### config.mk
export PLATFORM = sky130hd
export DESIGN_NAME = uart_cmd_frame_parser
export DESIGN_NICKNAME = d
export VERILOG_FILES = /design/src/rtl/uart_cmd_pkg.sv /design/src/rtl/uart_gap_timer.sv /design/src/rtl/uart_cmd_frame_parser.sv
export SDC_FILE = /design/constraint.sdc
export NUM_CORES = 1
export LEC_CHECK = 0
export BUFFER_PORTS_ARGS = -buffer_cell sky130_fd_sc_hd__buf_2
export CELL_PAD_IN_SITES_DETAIL_PLACEMENT = 0
export CELL_PAD_IN_SITES_GLOBAL_PLACEMENT = 1
export CORE_MARGIN = 2
export CORE_UTILIZATION = 43
export DETAILED_ROUTE_END_ITERATION = 6
export PLACE_DENSITY = 0.85
export SETUP_SLACK_MARGIN = 0.15
export SKIP_LAST_GASP = 1
export SLEW_MARGIN = 40
export SYNTH_ARGS = -nofsm -noshare
export SYNTH_HDL_FRONTEND = slang
export SYNTH_HIERARCHICAL = 1
export SYNTH_SLANG_ARGS = --single-unit
### constraint.sdc
create_clock -name Clk -period 2 [get_ports Clk]
set_input_delay 0.2 -clock Clk [delete_from_list [all_inputs] [get_ports Clk]]
set_output_delay 0.2 -clock Clk [all_outputs]
set_load 0.05 [all_outputs]
### src/rtl/uart_cmd_pkg.sv
// Shared definitions for the UART command frame parser: FSM state encoding,
// frame geometry and the default header/tail bytes.
package uart_cmd_pkg;

    typedef enum logic [2:0] {
        ST_IDLE = 3'd0,
        ST_H1   = 3'd1,
        ST_PAY  = 3'd2,
        ST_CHK  = 3'd3,
        ST_TL   = 3'd4
    } state_e;

    localparam int FRAME_LEN = 9;
    localparam int PAY_LEN   = 5;

    localparam logic [7:0]  DEF_HEAD0    = 8'h55;
    localparam logic [7:0]  DEF_HEAD1    = 8'hA5;
    localparam logic [7:0]  DEF_TAIL     = 8'hF0;
    localparam logic [31:0] DEF_TIME_RST = 32'd24_999_999;

endpackage

### src/rtl/uart_gap_timer.sv
// Inter-byte gap timer. Counts clocks while enabled; a clear always wins.
// expire_o is a combinational one-cycle pulse in the cycle the count sits at
// TIMEOUT_CYC-1 with no clear, so a byte arriving in that cycle suppresses it.
module uart_gap_timer #(
    parameter int TIMEOUT_CYC = 1_000_000
) (
    input  logic clk_i,
    input  logic rst_ni,
    input  logic clear_i,
    input  logic enable_i,
    output logic expire_o
);

    localparam int CW = (TIMEOUT_CYC > 1) ? $clog2(TIMEOUT_CYC) : 1;
    localparam logic [CW-1:0] LAST = CW'(TIMEOUT_CYC - 1);

    logic [CW-1:0] cnt_q, cnt_d;

    // Next count and expiry detection; clear has priority over counting.
    always_comb begin
        cnt_d    = cnt_q;
        expire_o = 1'b0;
        if (clear_i) begin
            cnt_d = '0;
        end else if (enable_i) begin
            if (cnt_q == LAST) begin
                expire_o = 1'b1;
                cnt_d    = '0;
            end else begin
                cnt_d = cnt_q + 1'b1;
            end
        end
    end

    // Count register.
    always_ff @(posedge clk_i or negedge rst_ni) begin
        if (!rst_ni) begin
            cnt_q <= '0;
        end else begin
            cnt_q <= cnt_d;
        end
    end

endmodule

### src/rtl/uart_cmd_frame_parser.sv
// Assembles 9-byte command frames (H0 H1 T3 T2 T1 T0 CTRL CHK TAIL) from the
// UART byte strobe, checks header/XOR/tail and atomically loads Ctrl and
// Time_set. A checksum mismatch is only reported at the tail byte so the
// frame length is fixed. Dbg_State exposes the FSM state for observation.
module uart_cmd_frame_parser
    import uart_cmd_pkg::*;
#(
    parameter logic [7:0]  HEAD0       = DEF_HEAD0,
    parameter logic [7:0]  HEAD1       = DEF_HEAD1,
    parameter logic [7:0]  TAIL        = DEF_TAIL,
    parameter int          TIMEOUT_CYC = 1_000_000,
    parameter logic [31:0] TIME_RST    = DEF_TIME_RST
) (
    input  logic        Clk,
    input  logic        Reset_n,
    input  logic [7:0]  Rx_Data,
    input  logic        Rx_Done,
    output logic [7:0]  Ctrl,
    output logic [31:0] Time_set,
    output logic        Frame_Done,
    output logic        Frame_Err,
    output logic [2:0]  Dbg_State
);

    localparam logic [2:0] LAST_IDX = 3'(PAY_LEN - 1);

    state_e      state_q, state_d;
    logic [39:0] payload_q, payload_d;
    logic [2:0]  idx_q, idx_d;
    logic [7:0]  xor_q, xor_d;
    logic        match_q, match_d;
    logic [7:0]  ctrl_q, ctrl_d;
    logic [31:0] time_q, time_d;
    logic        done_q, done_d;
    logic        err_q, err_d;
    logic        expire;

    // Gap timer runs only while a frame is in progress.
    uart_gap_timer #(
        .TIMEOUT_CYC (TIMEOUT_CYC)
    ) u_gap_timer (
        .clk_i    (Clk),
        .rst_ni   (Reset_n),
        .clear_i  (Rx_Done || (state_q == ST_IDLE)),
        .enable_i (state_q != ST_IDLE),
        .expire_o (expire)
    );

    // Frame FSM: advances only on byte strobes; a byte beats a timeout.
    always_comb begin
        state_d   = state_q;
        payload_d = payload_q;
        idx_d     = idx_q;
        xor_d     = xor_q;
        match_d   = match_q;
        ctrl_d    = ctrl_q;
        time_d    = time_q;
        done_d    = 1'b0;
        err_d     = 1'b0;
        if (Rx_Done) begin
            case (state_q)
                ST_IDLE: begin
                    if (Rx_Data == HEAD0) state_d = ST_H1;
                end
                ST_H1: begin
                    if (Rx_Data == HEAD1) begin
                        state_d = ST_PAY;
                        idx_d   = '0;
                        xor_d   = '0;
                    end else if (Rx_Data != HEAD0) begin
                        state_d = ST_IDLE;
                    end
                end
                ST_PAY: begin
                    payload_d = {payload_q[31:0], Rx_Data};
                    xor_d     = xor_q ^ Rx_Data;
                    idx_d     = idx_q + 3'd1;
                    if (idx_q == LAST_IDX) state_d = ST_CHK;
                end
                ST_CHK: begin
                    match_d = (Rx_Data == xor_q);
                    state_d = ST_TL;
                end
                ST_TL: begin
                    if ((Rx_Data == TAIL) && match_q) begin
                        time_d = payload_q[39:8];
                        ctrl_d = payload_q[7:0];
                        done_d = 1'b1;
                    end else begin
                        err_d = 1'b1;
                    end
                    state_d = ST_IDLE;
                end
                default: state_d = ST_IDLE;
            endcase
        end else if (expire) begin
            state_d   = ST_IDLE;
            payload_d = '0;
            err_d     = 1'b1;
        end
    end

    // State, shadow and output registers.
    always_ff @(posedge Clk or negedge Reset_n) begin
        if (!Reset_n) begin
            state_q   <= ST_IDLE;
            payload_q <= '0;
            idx_q     <= '0;
            xor_q     <= '0;
            match_q   <= 1'b0;
            ctrl_q    <= '0;
            time_q    <= TIME_RST;
            done_q    <= 1'b0;
            err_q     <= 1'b0;
        end else begin
            state_q   <= state_d;
            payload_q <= payload_d;
            idx_q     <= idx_d;
            xor_q     <= xor_d;
            match_q   <= match_d;
            ctrl_q    <= ctrl_d;
            time_q    <= time_d;
            done_q    <= done_d;
            err_q     <= err_d;
        end
    end

    assign Ctrl       = ctrl_q;
    assign Time_set   = time_q;
    assign Frame_Done = done_q;
    assign Frame_Err  = err_q;
    assign Dbg_State  = state_q;

endmodule

==> impl_metrics.ini <==
[global_routing]
grt_usage_pct = 18.4
grt_first_pass_wirelength_mm = 18.8
overflow = 0
grt_pass1_vias = 3609
antenna_found_initial = 0
grt_max_degree = 118

[sta]
setup_ws_ns = -0.000574
fin_worst_skew_ns = 0.0105
relSlewSlack_pct = 58.6
finalHoldWorstSlack_ns = 0.0987
fmax_mhz = 500
rsz0062_at_grt = yes
drv_slew = 0
finalCritPeriodShare_pct = 100
worst_pin_slew_ns = 0.621
hold_viol_final = 0
setup_viol_count_final = 1
finalCriticalPeriod_ns = 2.00

[route]
wirelength_mm = 12.2
drtIter0Drc = 258
drc = 0
ant_nets = 0
avgRoutedWirePerCell_um = 18.0
vias = 3802
via_per_inst = 5.63
first_pass_iters = 5

[outcome]
violations = setup timing
status = finished with violations

[critical_path]
worstPathArrival_ns = 2.34
r2r_start = u_gap_timer/cnt_q[6]
crit_start = u_gap_timer/cnt_q[6]
crit_fanout = 6
path_class = register to register
crit_path_start_kind = register
crit_required_ns = 2.34
cp-end-kind = register

[floorplan]
coreArea_um2 = 12000
die_area_um2 = 13100
die_h_um = 115
dieWidth_um = 115
rows = 40
pin_count = 56
initial_utilization_pct = 44.0

[place]
placed_area_um2 = 5940
portBuffers = 55
dp_hpwl_mm = 7.15
place_congestion = 0.834
place_inst = 622

[clock_tree]
cts_tree = done
clockBufferDepth = 2
insertion_delay_ns = 0.41
clkTransAtPathRegs_ns = 0.06
cts_sinks = 117
htree_levels = 4
cts_buffers = 17
root_buffer = clkbuf_16

[min_path]
holdCritPathClass = primary input to register
hold_start = Rx_Data[5]

[logic_synthesis]
async_reset_ff_share_pct = 100
ys_seq_area_share_pct = 56.0
syn_nets = 418
synth_common_cells = dfrtp_1, a22o_1, mux2_4, dfstp_2
ys_dominant_reg_cell = dfrtp_1
synth-seq-cells = 117
synth_edf_count = 0
postSynthCellCount = 404
synth_top_cell_by_area = dfrtp_1
avgSynthCellArea_um2 = 13.0
yosysUniqueCellTypes = 56
synth.cell_area_um2 = 5260
yosysTopAreaCellShare_pct = 47.6
ys_top_cells_by_area = dfrtp_1, mux2_4, dfstp_2
synth.most_common_cell = dfrtp_1
yosys_warnings = 6

[power]
p_leak_nw = 3.39
p_per_area_nw_per_um2 = 786
peakVddDrop_mv = 0.474
totalPowerFinal_mw = 5.44

[cells_and_area]
fin_util_pct = 57.8
drive_gt1_share_pct = 45.3
nNetsFinal = 529
area_growth_pct = 31.4
final_cells = 675
fin_area_um2 = 6920
diodes = 0

[job]
max-cap-violations = 0
critical path, stage by stage, from the launching register on:
cell and delay, ns:
dfrtp_1 0.37, buf_6 0.11, buf_6 0.10, nand4_4 0.20, or3b_4 0.49, or4_4 0.53, a21oi_2 0.14
stage by stage:
step                 TNS [ns]  setup slack, ns
finish              -0.000574        -0.000574
global route            -2.67          -0.0996
CTS                         0           0.0308
detailed placement      -1.20          -0.0445
global placement            0           0.0368
floorplan              -0.494          -0.0370
sequential cells by signal, summed over array words and instances, names as in the netlist:
register,flops
payload_q,40
Time_set,32
u_gap_timer/cnt_q,20
Ctrl,8
xor_q,8
Dbg_State,3
idx_q,3
Frame_Done,1
Frame_Err,1
match_q,1
path summary, 6_finish.rpt:
kind | slack (ns) | to | depth (start not counted)
hold reg to reg | 0.51 | Ctrl[0] | 1
setup reg to reg | -0.0006 | u_gap_timer/cnt_q[15] | 6
min in group asynchronous | 0.41 | Time_set[31] | 3
hold / removal | 0.1 | Dbg_State[0] | 2
max in group asynchronous | 1.09 | u_gap_timer/cnt_q[2] | 3
setup / recovery | -0.0006 | u_gap_timer/cnt_q[15] | 6
layout make-up:
type,count,area (um2)
clock buffer,17,425
multi-input combinational,251,2300
inverter,15,56.3
fill,932,5040
tap,147,184
sequential,117,2950
timing repair buffer,113,846
clock inverter,15,151
where the power goes:
group / leakage (nW) / internal [mW] / switching [mW]
clock network: 0.280 / 1.66 / 1.28
registers: 1.56 / 2.37 / 0.00281
logic: 1.55 / 0.0311 / 0.0846
total: 3.39 / 4.07 / 1.37
layout by cell type, fill, tap and decap left out, types with 9 or more instances in the layout:
cell / synthesis / routed
clkbuf_16: 0 / 18
o21ai_1: 9 / 9
buf_2: 4 / 55
nand2_1: 9 / 9
xor2_1: 10 / 10
mux2_4: 40 / 40
buf_4: 1 / 42
dfrtp_1: 100 / 96
a22o_1: 40 / 40
dfstp_2: 17 / 17
inv_1: 15 / 15
o21ai_0: 13 / 13
nor2_1: 15 / 13
what timing repair did:
action | CTS | global route
gates resized for setup | 8 | 33
setup buffers | 5 | 12
pin swaps | 5 | 22
hold buffers | 1 | 0
endpoints found under the setup margin | 90 | 78
gates cloned | 1 | 2
hold endpoints to repair | 100 | 0
logic make-up after synthesis:
logic type	synth area share [%]
AO/OA/AOI/OAI	12.8
AND/OR/NAND/NOR	12.1
multiplexers	11.4
flip-flops	56.0
XOR/XNOR	2.83
adder cells (fa/ha/maj)	0.713
buffers and inverters	4.11
layer usage:
layer  share of wire (%)  GRT usage [%]  vias up
met4                0.66           4.80        0
li1                    -              -     1732
met1                  46           25.9     1937
met3                 5.4           4.87        6
met5                   0              0        -
met2                  48           28.2      127
No activity file was read; power rests on OpenSTA's default activity.
